### src/rtl/leg_uart_rx_if.sv
// Consumer-side bundle for leg_uart_rx. The receiver drives it through the
// master modport; the load path drives i_ready through the slave modport.
interface leg_uart_rx_if;
    logic [7:0] o_data;
    logic       o_valid;
    logic       i_ready;
    logic       o_busy;
    logic       o_frame_err;
    logic       o_overrun;

    modport master (
        output o_data,
        output o_valid,
        output o_busy,
        output o_frame_err,
        output o_overrun,
        input  i_ready
    );

    modport slave (
        input  o_data,
        input  o_valid,
        input  o_busy,
        input  o_frame_err,
        input  o_overrun,
        output i_ready
    );
endinterface

### src/rtl/leg_uart_rx.sv
// 8N1 UART receiver with a small receive FIFO for the LEG SoC UART register.
//
// state | meaning
// BREAK | line seen low outside a frame; wait for idle-high before decoding
// IDLE  | line idle, looking for a start-bit falling level
// START | timing to the middle of the start bit to reject glitches
// DATA  | sampling 8 data bits, LSB first, one per bit period
// STOP  | sampling the middle of the stop bit; push byte or flag framing error
module leg_uart_rx #(
    parameter int CLKS_PER_BIT = 868,
    parameter int FIFO_DEPTH   = 4
) (
    input  logic          i_clk,
    input  logic          i_rst,
    input  logic          rx,
    leg_uart_rx_if.master bus
);
    localparam int CW   = $clog2(CLKS_PER_BIT);
    localparam int AW   = $clog2(FIFO_DEPTH);
    localparam int CNTW = AW + 1;
    localparam logic [CW-1:0] CNT_LAST = CW'(CLKS_PER_BIT - 1);
    localparam logic [CW-1:0] CNT_MID  = CW'(CLKS_PER_BIT / 2 - 1);

    typedef enum logic [2:0] {S_BREAK, S_IDLE, S_START, S_DATA, S_STOP} state_t;

    logic            r_rx_meta;
    logic            r_rx_s;
    state_t          r_state;
    logic [CW-1:0]   r_cnt;
    logic [2:0]      r_idx;
    logic [7:0]      r_shift;
    logic            r_busy;
    logic            r_frame_err;

    logic [7:0]      r_mem [FIFO_DEPTH];
    logic [AW-1:0]   r_wr_ptr;
    logic [AW-1:0]   r_rd_ptr;
    logic [CNTW-1:0] r_count;
    logic            r_valid;
    logic            r_overrun;

    logic            w_cnt_last;
    logic            w_push;
    logic            w_full;
    logic            w_pop;
    logic            w_wr;
    logic [CNTW-1:0] w_count_nxt;

    // Both stages reset high so a reset never looks like a start bit.
    always_ff @(posedge i_clk or negedge i_rst) begin
        if (!i_rst) begin
            r_rx_meta <= 1'b1;
            r_rx_s    <= 1'b1;
        end else begin
            r_rx_meta <= rx;
            r_rx_s    <= r_rx_meta;
        end
    end

    assign w_cnt_last = (r_cnt == CNT_LAST);
    assign w_push     = (r_state == S_STOP) && w_cnt_last && r_rx_s;

    always_ff @(posedge i_clk or negedge i_rst) begin
        if (!i_rst) begin
            r_state     <= S_BREAK;
            r_cnt       <= '0;
            r_idx       <= '0;
            r_shift     <= '0;
            r_busy      <= 1'b0;
            r_frame_err <= 1'b0;
        end else begin
            r_frame_err <= 1'b0;
            case (r_state)
                S_BREAK: begin
                    r_cnt <= '0;
                    if (r_rx_s) begin
                        r_state <= S_IDLE;
                        r_busy  <= 1'b0;
                    end else begin
                        r_busy  <= 1'b1;
                    end
                end
                S_IDLE: begin
                    r_cnt <= '0;
                    if (!r_rx_s) begin
                        r_state <= S_START;
                        r_busy  <= 1'b1;
                    end
                end
                S_START: begin
                    if (r_cnt == CNT_MID) begin
                        r_cnt <= '0;
                        if (!r_rx_s) begin
                            r_state <= S_DATA;
                            r_idx   <= '0;
                        end else begin
                            r_state <= S_IDLE;
                            r_busy  <= 1'b0;
                        end
                    end else begin
                        r_cnt <= r_cnt + CW'(1);
                    end
                end
                S_DATA: begin
                    if (w_cnt_last) begin
                        r_cnt          <= '0;
                        r_shift[r_idx] <= r_rx_s;
                        r_idx          <= r_idx + 3'd1;
                        if (r_idx == 3'd7) begin
                            r_state <= S_STOP;
                        end
                    end else begin
                        r_cnt <= r_cnt + CW'(1);
                    end
                end
                S_STOP: begin
                    // Leaving at mid stop bit leaves half a bit to catch a back-to-back start.
                    if (w_cnt_last) begin
                        r_cnt <= '0;
                        if (r_rx_s) begin
                            r_state <= S_IDLE;
                            r_busy  <= 1'b0;
                        end else begin
                            r_state     <= S_BREAK;
                            r_frame_err <= 1'b1;
                        end
                    end else begin
                        r_cnt <= r_cnt + CW'(1);
                    end
                end
                default: begin
                    r_state <= S_BREAK;
                    r_cnt   <= '0;
                    r_busy  <= 1'b1;
                end
            endcase
        end
    end

    assign w_full = (r_count == CNTW'(FIFO_DEPTH));
    assign w_pop  = r_valid && bus.i_ready;
    assign w_wr   = w_push && (!w_full || w_pop);

    always_comb begin
        w_count_nxt = r_count;
        if (w_wr && !w_pop) begin
            w_count_nxt = r_count + CNTW'(1);
        end else if (!w_wr && w_pop) begin
            w_count_nxt = r_count - CNTW'(1);
        end
    end

    always_ff @(posedge i_clk) begin
        if (w_wr) begin
            r_mem[r_wr_ptr] <= r_shift;
        end
    end

    always_ff @(posedge i_clk or negedge i_rst) begin
        if (!i_rst) begin
            r_wr_ptr  <= '0;
            r_rd_ptr  <= '0;
            r_count   <= '0;
            r_valid   <= 1'b0;
            r_overrun <= 1'b0;
        end else begin
            if (w_wr) begin
                r_wr_ptr <= r_wr_ptr + AW'(1);
            end
            if (w_pop) begin
                r_rd_ptr <= r_rd_ptr + AW'(1);
            end
            r_count   <= w_count_nxt;
            r_valid   <= (w_count_nxt != '0);
            r_overrun <= w_push && w_full && !w_pop;
        end
    end

    // Head is gated so stale memory never shows while the FIFO is empty.
    assign bus.o_data      = r_valid ? r_mem[r_rd_ptr] : 8'h00;
    assign bus.o_valid     = r_valid;
    assign bus.o_busy      = r_busy;
    assign bus.o_frame_err = r_frame_err;
    assign bus.o_overrun   = r_overrun;
endmodule

### src/flat_wrapper.sv
// flat-port wrapper written by rule: the top's interface ports become plain ports
module leg_uart_rx_flat 
#(
    parameter int CLKS_PER_BIT = 868,
    parameter int FIFO_DEPTH   = 4
)
  (i_clk, i_rst, rx, bus_o_data, bus_o_valid, bus_o_busy, bus_o_frame_err, bus_o_overrun, bus_i_ready);
  leg_uart_rx_if bus_i ();
  input  logic i_clk;
  input  logic i_rst;
  input  logic rx;
  output wire logic [$bits(bus_i.o_data)-1:0] bus_o_data;
  output wire logic [$bits(bus_i.o_valid)-1:0] bus_o_valid;
  output wire logic [$bits(bus_i.o_busy)-1:0] bus_o_busy;
  output wire logic [$bits(bus_i.o_frame_err)-1:0] bus_o_frame_err;
  output wire logic [$bits(bus_i.o_overrun)-1:0] bus_o_overrun;
  input wire logic [$bits(bus_i.i_ready)-1:0] bus_i_ready;
  assign bus_o_data = bus_i.o_data;
  assign bus_o_valid = bus_i.o_valid;
  assign bus_o_busy = bus_i.o_busy;
  assign bus_o_frame_err = bus_i.o_frame_err;
  assign bus_o_overrun = bus_i.o_overrun;
  assign bus_i.i_ready = bus_i_ready;
  leg_uart_rx #(.CLKS_PER_BIT(CLKS_PER_BIT), .FIFO_DEPTH(FIFO_DEPTH)) u_core (.i_clk(i_clk), .i_rst(i_rst), .rx(rx), .bus(bus_i));
endmodule
### config.mk
export PLATFORM = sky130hd
export DESIGN_NAME = leg_uart_rx_flat
export DESIGN_NICKNAME = d
export VERILOG_FILES = /design/src/rtl/leg_uart_rx_if.sv /design/src/rtl/leg_uart_rx.sv /design/src/flat_wrapper.sv
export SDC_FILE = /design/constraint.sdc
export NUM_CORES = 1
export LEC_CHECK = 0
export ABC_CLOCK_PERIOD_IN_PS = 5100
export BUFFER_PORTS_ARGS = -buffer_cell sky130_fd_sc_hd__buf_2
export CAP_MARGIN = 20
export CORE_MARGIN = 10
export CORE_UTILIZATION = 60
export DETAILED_ROUTE_END_ITERATION = 7
export HOLD_SLACK_MARGIN = 0.03
export PLACE_DENSITY = 0.78
export SETUP_SLACK_MARGIN = 0.2
export SLEW_MARGIN = 20
export SYNTH_ARGS = -nofsm -noshare
export SYNTH_HDL_FRONTEND = slang
export SYNTH_SLANG_ARGS = --single-unit
### constraint.sdc
create_clock -name i_clk -period 5.1 [get_ports i_clk]
set_clock_uncertainty 0.1 [all_clocks]
set_input_delay 0.255 -clock i_clk [delete_from_list [all_inputs] [get_ports i_clk]]
set_output_delay 0.255 -clock i_clk [all_outputs]
set_load 0.1 [all_outputs]
==> summary.md <==
| Metric | Value |
|---|---|
| Max H-tree Level | 3 |
| Sequential area share after synthesis | 0.595 |
| Worst hold path stage count | 3 |
| Die Span Y | 92.8 µm |
| Final hold vios | 0 |
| Hold Startpoint | bus_i_ready |
| DRC Markers | 0 |
| Crit path launch | u_core.r_cnt[0] |
| Static Leak | 0.00149 µW |
| CP startpoint kind | register |
| Crit Path Max Fanout | 8 |
| RSZ-0062 raised after global routing | no |
| Post-layout min period | 2.64 ns |
| Req. time, crit path | 5.00 ns |
| Top-count cell post-synth | dfrtp_1 |
| Synth area leader | edfxtp_1 |
| Synth cell types | 42 |
| WS Path Type | reg -> reg |
| PwrDens | 403 nW/µm² |
| Worst EP arrival | 2.54 ns |
| Worst-Margin Slew | 0.853 ns |
| Hold EP | u_core.bus.o_overrun |
| Synth top cells by count | dfrtp_1, edfxtp_1, nor2_1 |
| Synthesized area per cell | 13.1 µm² |
| Vias in the first global route | 1889 |
| Yosys reg bits | 69 |
| Iteration-0 DRC count of the detailed router | 107 |
| DRT antenna net count | 0 |
| GRT overflow | 0 |
| Mux cell area share after synthesis | 0.108 |
| TritonCTS clock tree | built |
| Skew-Pair Late Insertion Delay | 0.34 ns |
| Status | finished clean |
| EDFF count, synth | 32 |
| Worst reg2reg setup slack | 2.46 ns |
| Max stage delay on crit path | 0.60 ns |
| TritonRoute pass-1 iters | 4 |
| Slowest CP cell | or4_1 |
| First-pass GRT wire length | 9080 µm |
| Reg2reg end | u_core.r_mem[3][6] |
| Clock slew at reported path FFs | 0.07 ns |
| Max Slew Vio Count | 0 |
| Top cell type's share of synthesized area | 0.303 |
| Cell Rows | 26 |
| # IOs | 16 |
| Die area | 8600 µm² |
| Root Driver | clkbuf_8 |
| Synth Flop Type | dfrtp_1 |
| Detailed placement HPWL | 3670 µm |
| FILL cells | 363 |
| RePlAce Congestion | 0.841 |
| # Post-CTS Setup Buffers | 0 |
| Largest cells by area after synthesis | edfxtp_1, dfrtp_1, mux4_2 |
| Max frequency | 379 MHz |
| Largest net degree at the start of global routing | 38 |
| Adder-Cell Fraction of Synth Area | 0.0433 |
| Critical path endpoint category | register |
| Final nets | 277 |
| Largest family of logic cells by synthesized area | simple AND/OR/NAND/NOR gates |
| Synth warn | 0 |
| Reg2Reg Depth | 5 |
| Max-cap viol count | 0 |
| Number of CTS-inserted buffers | 9 |
| Ys async rst share | 0.536 |
| Antenna Cells | 0 |
| Total track usage | 0.134 |
| Starting Density | 0.622 |
| Die X | 92.8 µm |
| Total routed wirelength | 5270 µm |
| Finished Core Util | 0.689 |
| Core area | 5110 µm² |
| Setup Viol. Count Final | 0 |
| Tcrit/Tclk final | 0.518 |
| PortBufs | 15 |
| Cell Area, Synth | 3180 µm² |
| Gate Count Post-Synth | 242 |
| Via count | 1900 |
| Clk buf depth | 2 |
| Initial antenna violation count | 0 |
| Layout cells sized above 1 | 0.202 |
| Post-synthesis simple-gate area fraction | 0.145 |
| Cell Chain, Critical Path | ha_1, nand4b_1, or4_1, a31oi_2, and2_1 |
| Relative slew slack | 0.429 |
| P&R area growth vs syn | 10.8% |
| Post-Syn Nets | 257 |
| R2R Path Start | u_core.r_cnt[0] |
| Post-DR vias/cell | 5.64 |
| Post-synthesis xor/xnor area fraction | 0.0331 |
| Post-route setup TNS | 0 ns |
| Complex-gate fraction of the synthesized area | 0.0433 |
| DR WL/cell | 15.6 µm |
| Clock Sinks | 69 |
| Worst VDD drop | 0.211 mV |
| Worst min-delay path class | in -> reg |
==> critical path: cells and delay by family, from the launching register on <==
kind,cells,cell delay (ns)
flip-flops,1,0.41
adder cells (fa/ha/maj),1,0.23
AO/OA/AOI/OAI,1,0.32
AND/OR/NAND/NOR,3,1.25
==> where the power goes <==
| part | total (µW) | switching [µW] | internal, µW |
|---|---|---|---|
| logic | 239 | 133 | 106 |
| clock network | 471 | 199 | 272 |
| registers | 709 | 82.4 | 626 |
==> kinds of logic (layout without fill, tap and decap cells) <==
kind of cell / after synthesis / in the layout
AO/OA/AOI/OAI: 22 / 22
XOR/XNOR: 12 / 12
adder cells (fa/ha/maj): 11 / 11
buffers and inverters: 21 / 46
flip-flops: 69 / 69
multiplexers: 23 / 23
AND/OR/NAND/NOR: 84 / 84
==> sequential cells by signal (all words and copies together) (netlist names), 2 cells and up <==
register	count
u_core.r_state	3
u_core.r_idx	3
u_core.r_wr_ptr	2
u_core.r_mem	32
u_core.r_cnt	10
u_core.r_rd_ptr	2
u_core.r_count	3
u_core.r_shift	8
==> stage by stage <==
step,setup WS [ns],total power (µW),hold slack [ns],instance area (µm²),cells
finish,2.46,1420,0.198,3520,337
global route,2.30,1500,0.198,3520,337
CTS,2.46,1430,0.183,3520,337
detailed placement,2.48,961,0.248,3280,319
global placement,2.53,948,0.246,3280,319
floorplan,2.67,906,-0.141,3180,242
==> layout by cell type (no fill, tap or decap), types with 9 or more instances in the layout <==
cell type | synthesis | final
clkbuf_8 | 2 | 9
dfrtp_1 | 35 | 35
xnor2_1 | 9 | 9
edfxtp_1 | 32 | 32
inv_1 | 13 | 13
nand2_1 | 13 | 13
buf_2 | 0 | 15
nand3_1 | 12 | 12
and2_1 | 13 | 13
mux2_2 | 9 | 9
ha_1 | 11 | 11
nor2_1 | 16 | 16
==> layer usage <==
metal / wire length (µm) / track usage
met1: 2360 / 0.159
met2: 2500 / 0.212
met3: 296 / 0.0420
met4: 117 / 0.0771
met5: 0 / 0
==> how the worst max path moves through the flow <==
stage | end | slack [ns] | cells past startpoint
after floorplan | u_core.r_mem[0][0] | 2.67 | 4
after global placement | u_core.r_mem[0][3] | 2.53 | 5
after detailed placement | u_core.r_mem[0][3] | 2.48 | 5
after CTS | u_core.r_mem[1][6] | 2.46 | 5
after global routing | u_core.r_mem[1][5] | 2.30 | 5
final | u_core.r_mem[3][6] | 2.46 | 5
==> repair_timing <==
| action | CTS | global route |
|---|---|---|
| endpoints found under the hold margin | 36 | 0 |
| hold buffers | 2 | 0 |
| gates resized for setup | 0 | 0 |
==> final cells by class <==
cell class | instances | area (µm²) | area share
clock buffer | 9 | 124 | 0.0352
clock inverter | 7 | 90.1 | 0.0256
inverter | 13 | 48.8 | 0.0139
multi-input combinational | 152 | 1180 | 0.336
sequential | 69 | 1890 | 0.537
tap | 70 | 87.6 | 0.0249
timing repair buffer | 17 | 95.1 | 0.0270
Note: power is estimated with default switching activity, not from simulation.
